File: src/rtl/gpio_link_pkg.sv
// gpio_link_pkg: shared field positions, kinds and receive FSM states for the board-to-board GPIO link
package gpio_link_pkg;
  localparam int WORD_W = 18;
  localparam int STROBE_BIT = 17;
  localparam int KIND_BIT = 16;
  localparam int HALF_BIT = 15;
  localparam int PARITY_BIT = 14;
  localparam int AUDIO_HALF_W = 12;
  localparam logic KIND_TEXT = 1'b0;
  localparam logic KIND_AUDIO = 1'b1;
  typedef enum logic {RX_IDLE, RX_HAVE_HI} rx_state_t;
  function automatic logic [31:0] sext_sample(input logic [AUDIO_HALF_W-1:0] hi, input logic [AUDIO_HALF_W-1:0] lo);
    return {{(32-2*AUDIO_HALF_W){hi[AUDIO_HALF_W-1]}}, hi, lo};
  endfunction
endpackage

File: src/rtl/gpio_bus_sync.sv
// gpio_bus_sync: 2-flop synchronizer plus history register, flags each strobe toggle for one cycle
module gpio_bus_sync
  import gpio_link_pkg::*;
(
  input  logic              clock,
  input  logic              resetn,
  input  logic [WORD_W-1:0] bus_in,
  output logic [WORD_W-1:0] word,
  output logic              word_strobe
);
  logic [WORD_W-1:0] sync1, sync2;
  // synchronize the bus, keep the previous word and register the strobe-toggle flag alongside it
  always_ff @(posedge clock or negedge resetn) begin
    if (!resetn) begin
      sync1 <= '0;
      sync2 <= '0;
      word <= '0;
      word_strobe <= 1'b0;
    end else begin
      sync1 <= bus_in;
      sync2 <= sync1;
      word <= sync2;
      word_strobe <= sync2[STROBE_BIT] ^ word[STROBE_BIT];
    end
  end
endmodule

File: src/rtl/gpio_frame_receiver.sv
// gpio_frame_receiver: decodes the toggle-strobed GPIO word stream into text bytes and audio samples; GPIO_RX_PARITY_EN enables even-parity checking
module gpio_frame_receiver
  import gpio_link_pkg::*;
#(
  parameter logic [31:0] LINK_TIMEOUT = 32'd5_000_000,
  parameter int ERR_W = 8
) (
  input  logic              clock,
  input  logic              resetn,
  input  logic [WORD_W-1:0] gpio_rx,
  output logic [7:0]        text_rx,
  output logic              text_ready_rx,
  output logic [31:0]       audio_received,
  output logic              audio_ready_rx,
  output logic              rx_valid,
  output logic [31:0]       edge_num,
  output logic [ERR_W-1:0]  err_count
);
  logic [WORD_W-1:0] word;
  logic word_strobe, parity_bad, good, is_text, is_hi, err_hit, wd_expire, unused_bits;
  logic [AUDIO_HALF_W-1:0] hi_half;
  logic [31:0] wd_count;
  rx_state_t state;
  gpio_bus_sync u_sync (
    .clock(clock),
    .resetn(resetn),
    .bus_in(gpio_rx),
    .word(word),
    .word_strobe(word_strobe)
  );
`ifdef GPIO_RX_PARITY_EN
  assign parity_bad = ^word[KIND_BIT:0];
`else
  assign parity_bad = 1'b0;
`endif
  assign unused_bits = ^{word[STROBE_BIT], word[PARITY_BIT:AUDIO_HALF_W]};
  assign is_text = word[KIND_BIT] == KIND_TEXT;
  assign is_hi = word[HALF_BIT];
  assign good = word_strobe & ~parity_bad;
  assign err_hit = word_strobe & (parity_bad | (~is_text & (is_hi == (state == RX_HAVE_HI))));
  assign wd_expire = ~word_strobe & (wd_count != LINK_TIMEOUT) & (wd_count + 32'd1 == LINK_TIMEOUT);
  // decode accepted words: text passes straight through, audio halves pair up via the FSM
  always_ff @(posedge clock or negedge resetn) begin
    if (!resetn) begin
      state <= RX_IDLE;
      hi_half <= '0;
      text_rx <= '0;
      text_ready_rx <= 1'b0;
      audio_received <= '0;
      audio_ready_rx <= 1'b0;
    end else begin
      text_ready_rx <= good & is_text;
      audio_ready_rx <= good & ~is_text & ~is_hi & (state == RX_HAVE_HI);
      if (good && is_text) text_rx <= word[7:0];
      if (good && !is_text) begin
        state <= is_hi ? RX_HAVE_HI : RX_IDLE;
        if (is_hi) hi_half <= word[AUDIO_HALF_W-1:0];
        else if (state == RX_HAVE_HI) audio_received <= sext_sample(hi_half, word[AUDIO_HALF_W-1:0]);
      end else if (wd_expire) state <= RX_IDLE;
    end
  end
  // count every accepted word and every framing/parity error, the latter saturating
  always_ff @(posedge clock or negedge resetn) begin
    if (!resetn) begin
      edge_num <= '0;
      err_count <= '0;
    end else begin
      if (word_strobe) edge_num <= edge_num + 32'd1;
      if (err_hit && !(&err_count)) err_count <= err_count + 1'b1;
    end
  end
  // link watchdog: any accepted word revives the link, a long silence drops it
  always_ff @(posedge clock or negedge resetn) begin
    if (!resetn) begin
      wd_count <= '0;
      rx_valid <= 1'b0;
    end else if (word_strobe) begin
      wd_count <= '0;
      rx_valid <= 1'b1;
    end else begin
      if (wd_count != LINK_TIMEOUT) wd_count <= wd_count + 32'd1;
      if (wd_expire) rx_valid <= 1'b0;
    end
  end
endmodule

File: config.mk
export PLATFORM = sky130hd
export DESIGN_NAME = gpio_frame_receiver
export DESIGN_NICKNAME = d
export VERILOG_FILES = /design/src/rtl/gpio_link_pkg.sv /design/src/rtl/gpio_bus_sync.sv /design/src/rtl/gpio_frame_receiver.sv
export SDC_FILE = /design/constraint.sdc
export NUM_CORES = 1
export LEC_CHECK = 0
export BUFFER_PORTS_ARGS = -buffer_cell sky130_fd_sc_hd__clkbuf_2
export CORE_MARGIN = 1.5
export CORE_UTILIZATION = 54
export DETAILED_ROUTE_END_ITERATION = 16
export PLACE_DENSITY = 0.82
export SLEW_MARGIN = 20
export SYNTH_ARGS = -nofsm -noshare
export SYNTH_HDL_FRONTEND = slang
export SYNTH_SLANG_ARGS = --single-unit
File: constraint.sdc
create_clock -name clock -period 8.2 [get_ports clock]
set_clock_uncertainty 0.2 [all_clocks]
set_input_delay 0.82 -clock clock [delete_from_list [all_inputs] [get_ports clock]]
set_output_delay 0.82 -clock clock [all_outputs]
set_load 0.01 [all_outputs]
# [Yosys cells after proc, flatten, opt, wreduce, memory -nomap -nowiden]
# Cells that the tools add are included.
[totals] inputBits=20 output_inout_bits=83 word_cells=48 ff_bits=175
[classes] add_sub_neg=3 n_reduce_logical=10 n_mux=6 n_bitwise=12 n_eq_ne=3
[ops] op="$add A32 B1 Y32 const B" n=2
[ops] op="$mux W32" n=2
[ops] op="$eq A32 B23 Y1 const B" n=1
[ops] op="$ne A32 B23 Y1 const B" n=1
[ops] op="$add A8 B1 Y8 const B" n=1
[ops] op="$and A1 B1 Y1" n=8
[ops] op="$reduce_and A8 Y1" n=1
[ops] op="$reduce_bool A2 Y1" n=3
[ops] op="$mux W1" n=4
[ops] op="$logic_and A1 B1 Y1" n=3
[ops] op="$not A1 Y1" n=3
[ops] op="$reduce_and A3 Y1" n=1
[ops] op="$reduce_and A2 Y1" n=1
[ops] op="$eq A1 B1 Y1" n=1
[ops] op="$logic_not A1 Y1" n=1
[ops] op="$xor A1 B1 Y1" n=1

# [Depth between registers and ports, before layout]
[logic_depth] ltp_word=5 mapped_depth=9 depth_no_buf=8

# [Cells and area by module]
# Synthesis repeated with hierarchy kept, for this count alone.
[unflattened] hier_cells=570 hier_area_um2=7143.1
[modules_own_cells] module="gpio_frame_receiver" n_inst=1 seq_area_each_um2=3002.9 cells_each=514 area_each_um2=5758.0
[modules_own_cells] module="gpio_bus_sync" n_inst=1 seq_area_each_um2=1376.3 cells_each=56 area_each_um2=1385.1

# [Worst setup path before layout]
# OpenSTA, ideal clock, no wires.
[synth_path] path_kind="flip-flop to flip-flop" start="register wd_count[3]" end="register state" required_ns=7.857 setup_ns=0.143 arrival_ns=2.500 n_path_buf=2 setup_slack_ns=5.357 period_less_slack_ns=2.843 stages_incl_launch_ff=10 cell_sequence="dfrtp_1 buf_2 nand4_2 or4_1 buf_2 or3_4 a2111oi_4 o211ai_1 nor4_2 o21ai_1"
[synth_between] elab_chain_cells=4 elab_cells_between_ends=6 cone_classes="add/sub: 1; eq/ne: 2; bitwise: 2; reduce/logical: 1"
[synth_rtl] item="from (decl)" line="gpio_frame_receiver.sv:22" text="logic [31:0] wd_count;"
[synth_rtl] item="from (signal assigned)" line="gpio_frame_receiver.sv:81" text="if (wd_count != LINK_TIMEOUT) wd_count <= wd_count + 32'd1;"
[synth_rtl] item="$add A32 B1 Y32 or $ne A32 B23 Y1 (tied branches)" line="gpio_frame_receiver.sv:41" text="assign wd_expire = ~word_strobe & (wd_count != LINK_TIMEOUT) & (wd_count + 32'd1 == LINK_TIMEOUT);"
[synth_rtl] item="$eq A32 B23 Y1 or $and A1 B1 Y1 (tied branches)" line="gpio_frame_receiver.sv:41"
[synth_rtl] item="$and A1 B1 Y1 *" line="gpio_frame_receiver.sv:41"
[synth_rtl] item="$reduce_bool A2 Y1 (no source line) *"
[synth_rtl] item="to (signal assigned)" line="gpio_frame_receiver.sv:56" text="state <= is_hi ? RX_HAVE_HI : RX_IDLE;"
[synth_rtl] item="to (decl)" line="gpio_frame_receiver.sv:23" text="rx_state_t state;"
# Every way passes the cells marked *; elsewhere a longest branch is shown, timed or not.
# A chain may end at the register's enable or synchronous reset.

# [Worst setup path after layout]
# Same ends and word-level chain as after synthesis.

==> metrics.md <==
| Metric | Value |
|---|---|
| Status | `complete, no violations` |
| RSZ-0062 raised after global routing | `no` |
| #FFs+latches synth | `166` |
| Core box area | `12500 µm²` |
| Setup Buffers After CTS | `0` |
| Most frequent cells in the layout | `dfrtp_1, clkbuf_2, nor2_1` |
| Critical Path RT | `8.27 ns` |
| Placed Area | `7490 µm²` |
| Top_reg_cell synth | `dfrtp_1` |
| Total grt overflow | `0` |
| Worst slew margin | `0.341` |
| Period utilisation layout | `0.391` |
| Area Overhead vs Synth | `16.6%` |
| Critical Path Source Type | `register` |
| Post-Place Worst Slack | `5.02 ns` |
| Number of distinct library cells after synthesis | `52` |
| Max-slew violation total from the final report | `0` |
| Final setup TNS | `0 ns` |
| Crit end category | `register` |
| Crit-path cells | `nand4_2, or4_1, nor3b_1, mux2i_1, nand4b_1, nor4_2, o21ai_1` |
| Die area | `13500 µm²` |
| CP startpoint | `wd_count[3]` |
| Initial core utilization | `0.551` |
| Diode count | `0` |
| Commonest non-fill, non-tap cell in the layout | `dfrtp_1` |
| Worst skew pair latency | `0.42 ns` |
| Total Power | `2.11 mW` |
| Final WL | `13800 µm` |
| Initial DRC Count | `292` |
| Drt drc | `0` |
| Clock Tree Buf Depth | `2` |
| # port buffers | `99` |
| Final Net Count | `687` |
| # IOs | `103` |
| CP arrival | `3.28 ns` |
| Syn Area/Cell | `12.1 µm²` |
| Hold_buf cts | `0` |
| Largest area contributor in the synthesized netlist | `dfrtp_1` |
| CTS root buf | `clkbuf_16` |
| Worst r2r src | `wd_count[3]` |
| Async SR Flop Fraction | `1.00` |
| Wire per inst | `16.3 µm` |
| CTS H-tree lvls | `4` |
| Largest net degree at the start of global routing | `88` |
| Pwr Density | `262 nW/µm²` |
| Slowest CP cell | `or4_1` |
| EDFF count, synth | `0` |
| Worst hold slack | `0.146 ns` |
| Post-cts sizing count | `0` |
| CTS tree | `done` |
| CTS buffer count | `17` |
| Final setup viols | `0` |
| Synth area leaders | `dfrtp_1, mux2_2, xnor2_1` |
| Via count | `4581` |
| Worst Reg2Reg Path Length in Cells | `7` |
| Clock slew seen by the registers of the worst setup and hold paths | `0.06 ns` |
| Crit path largest cell delay | `0.70 ns` |
| VDD IR max | `0.179 mV` |
| FF-to-FF End | `state` |
| Slew @ Worst Pin | `0.980 ns` |
| Period minus WS final | `3.21 ns` |
| Synth warn | `0` |
| Maxcap violations | `0` |
| Setup CP Type | `reg -> reg` |
| Die height | `116 µm` |
| Synthesized area | `6900 µm²` |
| CP endpoint | `state` |
| Post-route ant nets | `0` |
| Num rows | `41` |
| First-pass DRT Iterations | `5` |
| Top-area cell type share of the netlist area | `0.602` |
| Seq/Total Area, Yosys | `0.602` |
| Fmax | `0.312 GHz` |
| Pleak | `3.62 nW` |
| Final Instance Area | `8050 µm²` |
| Mapped Nets | `595` |
| Initial antenna violation count | `0` |
| Reg-to-reg slack, setup | `4.99 ns` |
| Worst Path Max Fanout | `8` |
| Post-detail-place hpwl | `9540 µm` |
| DIE WIDTH | `116 µm` |
| First-pass GRT wire length | `23300 µm` |
| Layout cells sized above 1 | `0.289` |
| Post-Synthesis Cells | `570` |
| Worst hold path class | `reg -> reg` |
| Final setup margin | `4.99 ns` |
| Via density | `5.41` |
| Vias in the first global route | `4728` |
| Num Clock Sinks | `166` |
| GRT Overall Usage | `0.228` |
| Endpoints failing hold | `0` |
| Final GP Congestion | `0.880` |
area by class of cell:
type	instances	area [µm²]
fill	951	4470
sequential	166	4150
multi-input combinational	365	2560
timing repair buffer	102	524
clock buffer	22	484
tap	172	215
clock inverter	9	67.6
inverter	10	37.5
how the worst min path moves through the flow:
stage,from,to,cells past startpoint,slack (ns)
6_report,u_sync.sync1[11],u_sync.sync2[11],0,0.15
5_1_grt,u_sync.sync1[6],u_sync.sync2[6],0,0.15
4_1_cts,u_sync.sync1[11],u_sync.sync2[11],0,0.15
3_5_place_dp,u_sync.sync1[3],u_sync.sync2[3],0,0.13
3_3_place_gp,u_sync.sync2[6],u_sync.word[6],0,0.13
2_1_floorplan,u_sync.sync1[0],u_sync.sync2[0],0,0.13
logic make-up (layout without fill, tap and decap cells):
family / after synthesis / after routing / synth area share
flops: 166 / 166 / 0.602
buf+inv: 39 / 143 / 0.0263
simple gates: 214 / 214 / 0.163
xor+xnor: 67 / 67 / 0.0851
mux: 49 / 49 / 0.0796
compound gates: 30 / 30 / 0.0348
fa+ha+maj: 5 / 5 / 0.00907
sequential cells by signal (all words and copies together) (netlist names):
signal              count
audio_ready_rx          1
audio_received         24
edge_num               32
err_count               8
hi_half                12
rx_valid                1
state                   1
text_ready_rx           1
text_rx                 8
u_sync.sync1           15
u_sync.sync2           15
u_sync.word            15
u_sync.word_strobe      1
wd_count               32
synthesized netlist by cell type (2+ instances only):
master / count
dfrtp_1: 166
nor2_1: 55
mux2_2: 47
xnor2_1: 44
nand2_1: 43
nand3_1: 23
xor2_1: 23
nand4_1: 21
clkbuf_1: 15
and3_1: 12
nor4_1: 11
inv_1: 10
nor3_1: 10
buf_4: 8
a21oi_1: 6
ha_1: 5
nor4b_1: 5
or2_2: 5
buf_2: 4
nand2b_1: 4
or3_1: 4
nand4b_1: 3
nor2b_1: 3
nor3b_1: 3
a31o_2: 2
a32oi_1: 2
and2_1: 2
and4_1: 2
buf_1: 2
mux2i_1: 2
nor4_2: 2
o2111ai_1: 2
o21ai_0: 2
o21ba_2: 2
o22ai_1: 2
o31ai_1: 2
per-layer routing:
layer  global-route usage  routed length (µm)  vias up
li1                     -                   -     2154
met1                0.302                6040     2263
met2                0.368                6830      138
met3               0.0601                 716       26
met4               0.0821                 231        0
met5                    0                   0        -
worst max-delay path: cells and delay by family (launching register included):
kind / cells / cell delay (ns)
simple gates: 5 / 1.96
compound gates: 1 / 0.09
flops: 1 / 0.49
mux: 1 / 0.31
stage by stage:
| step | std cells | utilization |
|---|---|---|
| final | 846 | 0.643 |
| after global placement | 815 | 0.599 |
| after global routing | 846 | 0.643 |
| after floorplan | 570 | - |
| after CTS | 846 | 0.643 |
| after detailed placement | 815 | 0.599 |
report_power, final:
part | internal, mW | leakage [nW] | total [mW] | switching (mW)
clock | 0.420 | 0.271 | 0.740 | 0.320
sequential | 0.938 | 2.10 | 1.03 | 0.0917
combinational | 0.165 | 1.26 | 0.342 | 0.177
Note: power is estimated with default switching activity, not from simulation.
